### config.mk
export PLATFORM = sky130hd
export DESIGN_NAME = fifo_rr_drain_arb
export DESIGN_NICKNAME = d
export VERILOG_FILES = /design/src/rtl/fifo_rr_drain_arb.sv
export SDC_FILE = /design/constraint.sdc
export NUM_CORES = 1
export LEC_CHECK = 0
export ABC_AREA = 1
export ABC_CLOCK_PERIOD_IN_PS = 3600
export BUFFER_PORTS_ARGS = -buffer_cell sky130_fd_sc_hd__buf_4
export CAP_MARGIN = 20
export CORE_ASPECT_RATIO = 1.25
export CORE_MARGIN = 4
export CORE_UTILIZATION = 54
export CTS_CLUSTER_SIZE = 12
export DETAILED_ROUTE_END_ITERATION = 10
export HOLD_SLACK_MARGIN = 0.03
export PLACE_DENSITY = 0.76
export SKIP_LAST_GASP = 1
export SLEW_MARGIN = 30
export SYNTH_ARGS = -nofsm -noshare
export SYNTH_HDL_FRONTEND = slang
export SYNTH_SLANG_ARGS = --single-unit
### constraint.sdc
create_clock -name clk -period 3.6 [get_ports clk]
set_input_delay 0.72 -clock clk [delete_from_list [all_inputs] [get_ports clk]]
set_output_delay 0.72 -clock clk [all_outputs]
set_load 0.03 [all_outputs]
### src/rtl/fifo_rr_drain_arb.sv
// fifo_rr_drain_arb: round-robin drain of NUM_SRC fifos into one valid/ready sink with burst fairness
module fifo_rr_drain_arb #(
  parameter int NUM_SRC = 2,
  parameter int DATA_W = 8,
  parameter int MAX_BURST = 4
) (
  input  logic                        clk,
  input  logic                        rst_n,
  input  logic [NUM_SRC-1:0]          src_empty,
  output logic [NUM_SRC-1:0]          src_pop,
  input  logic [NUM_SRC*DATA_W-1:0]   src_data,
  output logic                        out_valid,
  input  logic                        out_ready,
  output logic [DATA_W-1:0]           out_data,
  output logic [$clog2(NUM_SRC)-1:0]  out_src,
  output logic                        busy
);
  localparam int SW = $clog2(NUM_SRC);
  typedef enum logic {IDLE, GRANT} state_t;
  state_t state, state_n;
  logic [SW-1:0] g, g_n, rr, rr_n, fl_src, g_inc;
  logic [3:0] burst, burst_n;
  logic run, fl, hs, credit, pop_en, others, at_max;
  logic [1:0] occ;
  logic [2:0] owed;
  logic rd_ptr, wr_ptr;
  logic [NUM_SRC-1:0] ne;
  logic [SW:0] idle_f, rel_f;
  logic [DATA_W-1:0] sd [NUM_SRC];
  logic [DATA_W-1:0] buf_data [2];
  logic [SW-1:0] buf_src [2];
  // first non-empty source at or after start, wrapping; msb flags a hit
  function automatic logic [SW:0] find(input logic [NUM_SRC-1:0] nev, input int start);
    int j;
    find = '0;
    for (int k = NUM_SRC - 1; k >= 0; k--) begin
      j = (start + k) % NUM_SRC;
      if (nev[j]) find = {1'b1, SW'(j)};
    end
  endfunction
  for (genvar i = 0; i < NUM_SRC; i++) begin : g_unpack
    assign sd[i] = src_data[i*DATA_W +: DATA_W];
  end
  assign ne = ~src_empty;
  assign hs = out_valid & out_ready;
  assign owed = {1'b0, occ} + {2'b0, fl} - {2'b0, hs};
  assign credit = owed < 3'd2;
  assign g_inc = (g == SW'(NUM_SRC - 1)) ? '0 : g + 1'b1;
  assign idle_f = find(ne, int'(rr));
  assign rel_f = find(ne, int'(g_inc));
  assign others = |(ne & ~(NUM_SRC'(1) << g));
  assign at_max = burst == 4'(MAX_BURST);
  always_comb begin
    state_n = state;
    g_n = g;
    rr_n = rr;
    burst_n = burst;
    pop_en = 1'b0;
    if (run && state == IDLE) begin
      if (idle_f[SW] && credit) begin
        state_n = GRANT;
        g_n = idle_f[SW-1:0];
        pop_en = 1'b1;
        burst_n = 4'd1;
      end
    end else if (run && (!ne[g] || (at_max && others))) begin
      rr_n = g_inc;
      if (rel_f[SW] && credit) begin
        g_n = rel_f[SW-1:0];
        pop_en = 1'b1;
        burst_n = 4'd1;
      end else begin
        state_n = IDLE;
        burst_n = 4'd0;
      end
    end else if (run && credit) begin
      pop_en = 1'b1;
      burst_n = at_max ? 4'd1 : burst + 4'd1;
    end
  end
  assign src_pop = pop_en ? NUM_SRC'(1) << g_n : '0;
  assign out_valid = occ != 2'd0;
  assign out_data = buf_data[rd_ptr];
  assign out_src = buf_src[rd_ptr];
  assign busy = (state == GRANT) | fl | out_valid;
  always_ff @(posedge clk or negedge rst_n) begin
    if (!rst_n) begin
      run <= 1'b0;
      state <= IDLE;
      g <= '0;
      rr <= '0;
      burst <= '0;
      fl <= 1'b0;
      fl_src <= '0;
      occ <= '0;
      rd_ptr <= 1'b0;
      wr_ptr <= 1'b0;
      buf_data[0] <= '0;
      buf_data[1] <= '0;
      buf_src[0] <= '0;
      buf_src[1] <= '0;
    end else begin
      run <= 1'b1;
      state <= state_n;
      g <= g_n;
      rr <= rr_n;
      burst <= burst_n;
      fl <= pop_en;
      fl_src <= g_n;
      occ <= occ + {1'b0, fl} - {1'b0, hs};
      if (fl) begin
        buf_data[wr_ptr] <= sd[fl_src];
        buf_src[wr_ptr] <= fl_src;
        wr_ptr <= ~wr_ptr;
      end
      if (hs) rd_ptr <= ~rd_ptr;
    end
  end
endmodule

Yosys cells after proc, flatten, opt, wreduce, memory -nomap -nowiden
Index checks and enable logic that the tools add are counted.

Output and inout bits: 13. Input bits: 21. Register bits: 31. Word-level logic and storage cells: 119.

Eq/ne operators: 3. Magnitude comparators: 10. Bitwise operators: 15. Shift-type cells: 2. Add/subtract/negate cells: 8. Reduce and logical (&&, ||, !) cells: 16. Multiplexer cells: 52.

Operator list (count): 8-bit two-way mux (7); 1-bit two-way mux (31); 4-bit two-way mux (5); 16-bit bitwise mux (1); 2-bit two-way mux (5); 8-bit demux with 1-bit select (1); 1-bit logical AND (7); 2-bit greater-or-equal comparator, second input constant (3); 1-bit by 2-bit less-than comparator with 1-bit output, second input constant (3); 2-bit by 3-bit less-than comparator with 1-bit output, second input constant (2); 1-bit inverter with 2-bit output (3); 4-bit by 1-bit adder with 4-bit output, second input constant (1); 4-bit by 3-bit == test with 1-bit output, second input constant (1); 1-bit inverter (4); 2-bit inverter (2); 2-bit AND reduction (2); 2-bit nonzero test (2); 1-bit by 1-bit << shifter with 2-bit output, first input constant (2); 1-bit adder, second input constant (3); 2-bit by 1-bit adder with 3-bit output (1); 3-bit by 2-bit less-than comparator with 1-bit output, second input constant (1); 3-bit AND reduction (1); 3-bit nonzero test (1); 3-bit by 1-bit subtractor with 3-bit output (1); 14 further kinds (16).

Depth between registers and ports, before layout
Gate-level depths: netlist of the first run.

Depth in word-level cells: 15. Gate-level depth with buffers: 18. Gate-level depth less buffers: 18.

Worst setup path before layout of the first run
Ideal clock, no wire load.

Kind: register to output. Start point: reg occ[1]. End point: out src_pop[0]. Slack: 0.150 ns. Stages on the path, launching flop included: 18. Data required time: 2.880 ns. Arrival: 2.730 ns. Path buffers: 0. Path through: dfrtp_1 -> nor2_1 -> inv_1 -> nand2_1 -> inv_1 -> ha_1 -> inv_1 -> ha_1 -> fa_1 -> inv_2 -> nand4_1 -> nand2_1 -> nand2_1 -> nand2_1 -> nand2_1 -> nand2_2 -> nand2_2 -> nor2_1.

Cells in the longest elaborated chain, start to end: 10. Elaborated cells on any way between the ends: 19. Those cells by class: add/sub: 2; order compare: 1; shift: 1; mux: 10; bitwise: 1; reduce/logical: 4.

Ends and longest elaborated chain: start, declared (RTL line 24) `logic [1:0] occ;`; start signal, assigned (RTL line 110) `occ <= occ + {1'b0, fl} - {1'b0, hs};`; 2-bit nonzero test (*) (RTL line 82) `assign out_valid = occ != 2'd0;`; net out_valid (RTL line 12) `output logic out_valid,`; 1-bit AND (*) (RTL line 45) `assign hs = out_valid & out_ready;`; net hs (RTL line 23) `logic run, fl, hs, credit, pop_en, others, at_max;`; 3-bit by 1-bit subtractor with 3-bit output (*) (RTL line 46) `assign owed = {1'b0, occ} + {2'b0, fl} - {2'b0, hs};`; net owed[1] (RTL line 25) `logic [2:0] owed;`; 3-bit by 2-bit less-than comparator with 1-bit output (*) (RTL line 47) `assign credit = owed < 3'd2;`; 1-bit logical AND (RTL line 68) `if (rel_f[SW] && credit) begin`; 1-bit two-way mux (RTL line 68); 1-bit two-way mux (RTL line 66) `end else if (run && (!ne[g] || (at_max && others))) begin`; 1-bit two-way mux (*) (RTL line 59) `if (run && state == IDLE) begin`; net g_n (RTL line 21) `logic [SW-1:0] g, g_n, rr, rr_n, fl_src, g_inc;`; 1-bit by 1-bit << shifter with 2-bit output (*) (RTL line 81) `assign src_pop = pop_en ? NUM_SRC'(1) << g_n : '0;`; 2-bit two-way mux (*) (RTL line 81); end, declared (RTL line 10) `output logic [NUM_SRC-1:0] src_pop,`.

Mark *: on every way through the listed nets, which the timed path passes. The rest lies on a longest branch.

Worst setup path after layout of the first run
Start point: reg occ[1]. End point: out src_pop[1].

Cells in the longest elaborated chain, start to end: 10. Elaborated cells on any way between the ends: 19. Those cells by class: add/sub: 2; order compare: 1; shift: 1; mux: 10; bitwise: 1; reduce/logical: 4.

Ends and longest elaborated chain (RTL line): 2-bit nonzero test (*) (82); 1-bit AND (*) (45); net hs (23); 3-bit by 1-bit subtractor with 3-bit output (*) (46); net owed[1] (25); 3-bit by 2-bit less-than comparator with 1-bit output (*) (47); 1-bit logical AND (68); 1-bit two-way mux (68); 1-bit two-way mux (66); 1-bit two-way mux (59); 1-bit by 1-bit << shifter with 2-bit output (81); 2-bit two-way mux (*) (81).

Marked as above.

==> results.cfg, run 1 <==
[outcome]
outcome = finished with violations
violations = negative setup slack

[power_and_ir_drop]
p_seq_frac = 0.331
p_switching_mw = 0.876
combPwrFrac = 0.560
power_density_nw_per_um2 = 912
clock_power_share = 0.109
ir_drop_mv = 0.569
leakage_nw = 1.06
swShare = 0.465
internal-power_mw = 1.01

[critical_path]
r2r_cells = 17
cp.arrival_ns = 2.91
critical_path_class = register to output pin
critPathMaxStageDelay_ns = 0.58
critPathLaunchType = register
end_kind = output pin
cp.buffers_inverters = 5
critPathRequiredTime_ns = 2.88
crit_chain = nor2_2 -> inv_2 -> nand2_2 -> inv_2 -> ha_4 -> inv_2 -> ha_4 -> fa_2 -> inv_2 -> nand4_1 -> nand2_1 -> nand2_1 -> nand2_1 -> nand2_1 -> nand2_2 -> a21oi_2 -> buf_6
critPathSlowestCell = fa_2
cp_num_cells = 17
crit_family = adder cells
crit_path_max_fanout = 3

[timing]
setup_violations = 2
period_share = 1.01
clock-skew-final_ns = 0.00437
setup_tns_ns = -0.0375
drv_slew = 0
max-slew-margin-rel = 0.572
rsz0062_at_grt = yes
worst_slack_ns = -0.0325
worstMarginPinSlew_ns = 0.641
fmaxAchievable_mhz = 275
finalCriticalPeriod_ns = 3.63
hold_violations = 0

[synthesis]
syn_inst = 212
avgSynthCellArea_um2 = 7.81
ys_seq_elements = 31
ys_types = 26
syn_nets = 238
yosys_warnings = 0
syn-cell-area_um2 = 1660
ys_seq_area_frac = 0.468

[routing]
first_iter_violations = 37
ant_nets = 0
first_pass_iters = 4
vias_per_cell = 5.10
drc = 0
via_count = 1474
wl_per_cell_um = 12.1
routed_wl_um = 3490

[final_layout]
n_antenna_cell = 0
final_area_um2 = 2070
n_fill_cell = 252
drive_above_1_share = 0.292
syn2layout_area_growth_pct = 24.8
multi_input_area_um2 = 773
nets = 279
seqCellArea_um2 = 776
finish.utilization = 0.702

[global_routing]
globalRoute.totalOverflow = 0
grt_use_total = 0.192
antenna_found_initial = 0
grt_use_met2 = 0.313
grt_pass1_vias = 1422
grt_pass1_wl_um = 6070
use_met3 = 0.0555
met1_usage = 0.237
grt_max_degree = 32
top_usage_layer = met2

[clocking]
cts-buffers-inserted = 5
clk_pin_slew_worst_paths_ns = 0.09
root_buffer = clkbuf_4
hold_buffers = 0
clkSinkCount = 31
cts_tree = yes
cts_max_level = 2
clock_path_buffers = 2
clk_latency_ns = 0.33

[floorplanning]
die_height_um = 69.9
fp-row-count = 22
die_w_um = 57.5
die-area_um2 = 4020
ioPinCount = 34
core_um2 = 2950
start_util = 0.562

[place]
hpwl_um = 2460
place_area_um2 = 1930
port_buffers = 33
place_congestion = 0.836

[min_path]
hp-class = input port to asynchronous set/reset pin

[job]
drv_cap = 0
-- routing by layer --
layer	routed length [um]	vias to the layer above
met5	0	-
met4	76	0
met3	180	7
met2	1760	27
met1	1470	682
li1	-	758
-- Yosys cell counts --
cell type	number	area, um2
a21oi_1	1	5.00
buf_2	3	15.0
nand2_1	58	218
clkbuf_1	2	7.51
nand4_1	1	6.26
nand3_1	3	15.0
fa_1	1	20.0
nand2_2	3	18.8
ha_1	4	50.1
nor2_1	24	90.1
nor3_2	1	10.0
o211ai_1	2	15.0
or2_2	1	6.26
inv_2	8	30.0
o21ai_0	14	70.1
xor2_1	2	17.5
nand2_4	2	22.5
conb_1	1	3.75
inv_1	24	90.1
nor2_2	2	12.5
o31ai_1	1	7.51
a31oi_1	16	100
a21oi_2	1	8.76
o21ai_1	5	25.0
dfrtp_1	31	776
o21ai_4	1	16.3
-- stage by stage --
| step | hold WS [ns] | cells | setup slack [ns] | power (mW) |
|---|---|---|---|---|
| after global routing | 0.315 | 289 | -0.244 | 2.07 |
| final | 0.308 | 289 | -0.0325 | 1.89 |
| after floorplan | 0.424 | 212 | 0.150 | 1.31 |
| after global placement | 0.471 | 277 | 0.121 | 1.58 |
| after CTS | 0.309 | 286 | 0.00653 | 1.83 |
| after detailed placement | 0.478 | 277 | 0.0696 | 1.60 |
-- worst register-to-register path: cells and delay by family, from the launching register on --
family	cells	cell delay, ns
fa+ha+maj	3	0.98
buf+inv	7	0.45
simple gates	6	0.53
flops	1	0.42
compound gates	1	0.13
-- kinds of logic after synthesis --
| group | Yosys count | synth area share |
|---|---|---|
| DFF | 31 | 0.468 |
| other | 1 | 0.00226 |
| xor gates and xnor gates | 2 | 0.0106 |
| AOI/OAI and AO/OA | 41 | 0.150 |
| buffers and inverters | 37 | 0.0861 |
| and+or+nand+nor | 95 | 0.241 |
| adders and majority gates | 5 | 0.0423 |
-- timing repair --
| item | 4_1_cts | 5_1_grt |
|---|---|---|
| pin swaps | 1 | 8 |
| resized for setup | 1 | 10 |
| hold endpoints to repair | 0 | 0 |
| setup buffers | 2 | 3 |
| setup endpoints to repair | 2 | 2 |
-- cell usage in the layout (no fill, tap or decap), drive strengths merged, types with 2 or more instances in the layout --
master / instances
a21oi: 2
xor2: 2
inv: 32
nor2: 26
o21ai: 20
clkbuf: 6
ha: 4
o211ai: 2
dfrtp: 31
nand2: 63
nand3: 3
a31oi: 16
buf: 39
-- power groups by stage --
| stage | clock (mW) | sequential, mW | combinational [mW] |
|---|---|---|---|
| after CTS | 0.214 | 0.621 | 0.994 |
| final | 0.205 | 0.624 | 1.06 |
| after floorplan | 0 | 0.573 | 0.734 |
| after detailed placement | 0 | 0.630 | 0.967 |
| after global placement | 0 | 0.628 | 0.947 |
| after global routing | 0.229 | 0.647 | 1.19 |
-- area by class of cell --
cell class                      instances  area share
Tap cell                               36      0.0218
Sequential cell                        31       0.375
Clock buffer                            6      0.0248
Clock inverter                          1     0.00242
Multi-Input combinational cell        144       0.374
Timing Repair Buffer                   39       0.143
Inverter                               32      0.0581
-- registers in the layout (all words and copies together), names as in the netlist --
name and cells:
rr 1, wr_ptr 1, buf_data 16, fl_src 1, occ 2, run 1, rd_ptr 1, state 1
fl 1, burst 4, buf_src 2
-- path summary, 6_finish.rpt --
kind                                    end       start  slack (ns)
worst max-delay path             src_pop[1]      occ[1]       -0.03
worst min-delay path            buf_data[1]       rst_n        0.31
worst max register to register     burst[0]      occ[1]        1.00
worst min register to register   buf_src[1]  buf_src[1]        0.49
max in group asynchronous            occ[0]       rst_n        3.01
min in group clk                 buf_src[1]  buf_src[1]        0.49
(Power assumes the default switching activity.)
==> inputs of run 2 (changes only) <==
- REMOVE_ABC_BUFFERS: unset -> 1
==> results.cfg, run 2 (synthesized netlist as in run 1, its figures left out) <==
[floorplanning]
die_w_um = 57.5
fp-row-count = 22
die-area_um2 = 4020
start_util = 0.562
ioPinCount = 34
die_height_um = 69.9
core_um2 = 2950

[global_routing]
met1_usage = 0.234
top_usage_layer = met2
globalRoute.totalOverflow = 0
grt_max_degree = 32
grt_pass1_wl_um = 5970
grt_use_total = 0.190
grt_pass1_vias = 1392
use_met3 = 0.0536
antenna_found_initial = 0
grt_use_met2 = 0.309

[final_layout]
n_antenna_cell = 0
layout_commonest_cell = nand2_1
mostFrequentLayoutCells = nand2_1, buf_4, dfrtp_1, nor2_1, inv_1
n_fill_cell = 245
reg_top3 = buf_data (16), burst (4)
seqCellArea_um2 = 776
largest_reg_flops = 16
top_register = buf_data
syn2layout_area_growth_pct = 24.6
drive_above_1_share = 0.291
finish.utilization = 0.701
nets = 279
final_area_um2 = 2060
multi_input_area_um2 = 771

[critical_path]
critPathLaunchType = register
r2r_setup_slack_ns = 1.05
crit_path_max_fanout = 3
critical_path_class = register to output pin
r2r_cells = 16
end_kind = output pin
rr_startpoint = occ[0]
cp.arrival_ns = 2.90
reg2reg_to = burst[0]
cp.buffers_inverters = 5
crit_family = simple AND/OR/NAND/NOR gates
critPathRequiredTime_ns = 2.88
critPathSlowestCell = fa_1
crit_chain = nor2_2 -> inv_2 -> nand2_2 -> inv_2 -> ha_4 -> inv_2 -> ha_4 -> fa_1 -> inv_2 -> nand4_1 -> nand2_1 -> nand2_1 -> nand2_1 -> nand2_1 -> nand2_2 -> nand2_2 -> nor2_2 -> buf_6
critPathMaxStageDelay_ns = 0.50

[routing]
ant_nets = 0
vias_per_cell = 5.12
routed_wl_um = 3490
drc = 0
first_pass_iters = 4
first_iter_violations = 61
wl_per_cell_um = 12.0
via_count = 1485

[timing]
hold_violations = 0
finalCriticalPeriod_ns = 3.62
setup_violations = 2
period_share = 1.01
worst_slack_ns = -0.0218
holdWs_ns = 0.301
setup_tns_ns = -0.0327
drv_slew = 0
clock-skew-final_ns = 0.0103
max-slew-margin-rel = 0.556
worstMarginPinSlew_ns = 0.665
rsz0062_at_grt = yes
fmaxAchievable_mhz = 276

[power_and_ir_drop]
leakage_nw = 1.07
power_density_nw_per_um2 = 905
ir_drop_mv = 0.550
power.total_mw = 1.87

[outcome]
violations = negative setup slack
outcome = finished with violations

[place]
port_buffers = 33
place_congestion = 0.837
place_area_um2 = 1930
hpwl_um = 2410

[clocking]
hold_buffers = 0
root_buffer = clkbuf_4
clk_pin_slew_worst_paths_ns = 0.10
cts_max_level = 2
cts-buffers-inserted = 5
clkSinkCount = 31
clock_path_buffers = 2
clk_latency_ns = 0.33
cts_tree = yes

[job]
drv_cap = 0

[min_path]
hp-class = input port to asynchronous set/reset pin
## run 2: cell count changes in the layout (fill, tap and decap cells not counted)
cell,change
fa_2,-1
buf_6,+1
fa_1,+1
o21ai_0,-1
clkbuf_8,-1
o21ai_1,+1
clkinv_2,+2
buf_4,-1
## run 2: worst max path at each step
stage,from,endpoint,slack (ns),depth (start not counted)
floorplan,occ[1],src_pop[0],0.15,17
global placement,out_ready,src_pop[0],0.12,17
detailed placement,out_ready,src_pop[0],0.09,17
CTS,occ[1],src_pop[0],0.02,18
global route,occ[0],src_pop[0],-0.19,18
finish,occ[0],src_pop[0],-0.02,18
## run 2: final cells by class
type / instances / area share
clock buffers: 5 / 0.0182
clock inverters: 3 / 0.00727
inverters: 32 / 0.0582
multi-input cells: 144 / 0.373
flip-flops and latches: 31 / 0.376
well taps: 36 / 0.0218
repair buffers: 39 / 0.145
## run 2: per-layer routing
layer  up-vias  share of wire
li1        758              -
met1       687           0.41
met2        34           0.51
met3         6          0.056
met4         0          0.017
met5         -              0
## run 2: metrics by stage
stage / setup slack, ns / instances
after floorplan: 0.145 / 207
after detailed placement: 0.0937 / 277
after global placement: 0.119 / 277
after CTS: 0.0226 / 287
final: -0.0218 / 290
after global routing: -0.193 / 290
## run 2: power by group
| group | switching [mW] | internal, mW |
|---|---|---|
| logic | 0.630 | 0.418 |
| clock network | 0.122 | 0.0725 |
| registers | 0.131 | 0.495 |
| total | 0.883 | 0.986 |
## run 2: timing repair
item                                    4_1_cts  5_1_grt
gates resized for setup                       0       12
endpoints found under the setup margin        2        2
pin swaps                                     1        7
buffers inserted                              2        3
==> inputs of run 3 (changes only) <==
- PLACE_DENSITY: 0.76 -> 0.84
==> results.cfg, run 3 (synthesized netlist as in run 1, its figures left out) <==
[outcome]
outcome = finished with violations
violations = negative setup slack

[floorplanning]
die_w_um = 57.5
ioPinCount = 34
fp-row-count = 22
start_util = 0.562
die_height_um = 69.9
core_um2 = 2950
die-area_um2 = 4020

[global_routing]
grt_pass1_vias = 1461
globalRoute.totalOverflow = 0
grt_use_total = 0.197
grt_max_degree = 32
grt_pass1_wl_um = 6180
antenna_found_initial = 0

[critical_path]
critPathSlowestCell = fa_2
cp_num_cells = 17
critPathRequiredTime_ns = 2.88
critPathLaunchType = register
reg2reg_to = burst[2]
crit_family = adder cells
critical_path_class = register to output pin
crit_path_max_fanout = 4
r2r_cells = 15
rr_startpoint = occ[1]
end_kind = output pin
crit_chain = nor2_2 -> inv_2 -> nand2_2 -> inv_2 -> ha_4 -> inv_2 -> ha_4 -> fa_2 -> inv_2 -> nand4_1 -> nand2_1 -> nand2_1 -> nand2_1 -> nand2_1 -> nand2_2 -> a21oi_2 -> buf_6
cp.arrival_ns = 2.97
cp.buffers_inverters = 5
r2r_setup_slack_ns = 0.98
critPathMaxStageDelay_ns = 0.54

[place]
port_buffers = 33
pre_cts_ws_ns = 0.0813
place_congestion = 0.858
hpwl_um = 2570
place_area_um2 = 1930

[timing]
setup_violations = 2
clock-skew-final_ns = 0.00830
hold_violations = 0
fmaxAchievable_mhz = 271
worst_slack_ns = -0.0887
rsz0062_at_grt = yes
finalCriticalPeriod_ns = 3.69
period_share = 1.02
holdWs_ns = 0.288
max-slew-margin-rel = 0.555
worstMarginPinSlew_ns = 0.667
drv_slew = 0

[final_layout]
nets = 283
top_register = buf_data
multi_input_area_um2 = 776
finish.utilization = 0.718
reg_top3 = buf_data (16), burst (4)
syn2layout_area_growth_pct = 27.7
layout_commonest_cell = nand2_1
n_antenna_cell = 0
seqCellArea_um2 = 776
n_fill_cell = 239
drive_above_1_share = 0.306
mostFrequentLayoutCells = nand2_1, buf_4, dfrtp_1, nor2_1, inv_1
largest_reg_flops = 16
final_area_um2 = 2120

[routing]
via_count = 1577
first_pass_iters = 4
first_iter_violations = 66
drc = 0
ant_nets = 0
vias_per_cell = 5.36
wl_per_cell_um = 14.0
routed_wl_um = 4100

[clocking]
cts_tree = yes
clock_path_buffers = 2
clk_latency_ns = 0.34
clk_pin_slew_worst_paths_ns = 0.10
hold_buffers = 0
clkSinkCount = 31
root_buffer = clkbuf_4
cts-buffers-inserted = 5
cts_max_level = 2

[job]
drv_cap = 0

[power_and_ir_drop]
swShare = 0.467
p_switching_mw = 0.938
internal-power_mw = 1.07
leakage_nw = 1.09
p_seq_frac = 0.311
ir_drop_mv = 0.665
power_density_nw_per_um2 = 950
combPwrFrac = 0.569
clock_power_share = 0.120

[min_path]
hp-class = input port to asynchronous set/reset pin
run 3: cell types whose count changed in the layout (fill, tap and decap cells not counted), sizes merged:
cell,delta
buf,+4
clkbuf,+3
clkinv,-3
run 3: cell type report:
cell class              instances  share of cell area
inverters                      32              0.0568
well taps                      36              0.0213
clock buffers                   8              0.0325
flip-flops and latches         31               0.367
multi-input cells             144               0.367
repair buffers                 43               0.156
run 3: power groups by stage:
| stage | clock network (mW) | logic, mW | registers, mW |
|---|---|---|---|
| 6_report | 0.241 | 1.14 | 0.626 |
| 5_1_grt | 0.259 | 1.26 | 0.648 |
| 4_1_cts | 0.242 | 1.04 | 0.620 |
| 3_5_place_dp | 0 | 0.976 | 0.630 |
| 3_3_place_gp | 0 | 0.942 | 0.625 |
| 2_1_floorplan | 0 | 0.697 | 0.595 |
run 3: metrics by stage:
stage | TNS (ns) | std cells | total power [mW]
6_report | -0.132 | 294 | 2.01
2_1_floorplan | 0 | 207 | 1.29
3_3_place_gp | 0 | 277 | 1.57
4_1_cts | 0 | 292 | 1.90
5_1_grt | -0.433 | 294 | 2.16
3_5_place_dp | 0 | 277 | 1.61
run 3: worst max-delay path by stage:
stage | to | slack (ns) | start
floorplan | src_pop[0] | 0.15 | occ[1]
global placement | src_pop[0] | 0.12 | out_ready
detailed placement | src_pop[0] | 0.08 | out_ready
CTS | src_pop[0] | 0.008 | occ[0]
global route | src_pop[1] | -0.23 | occ[1]
finish | src_pop[1] | -0.09 | occ[1]
run 3: timing repair:
action	CTS	global route
setup endpoints to repair	2	2
gates resized for setup	2	11
buffers inserted	7	2
pin swaps	3	4
run 3: per-layer routing:
layer  vias to the layer above  GRT usage  routed length [um]  part of all wire
li1                        762          -                   -                 -
met1                       749      0.230                1610              0.39
met2                        50      0.323                2110              0.51
met3                        16     0.0610                 246             0.060
met4                         0     0.0954                 136             0.033
met5                         -          0                   0                 0
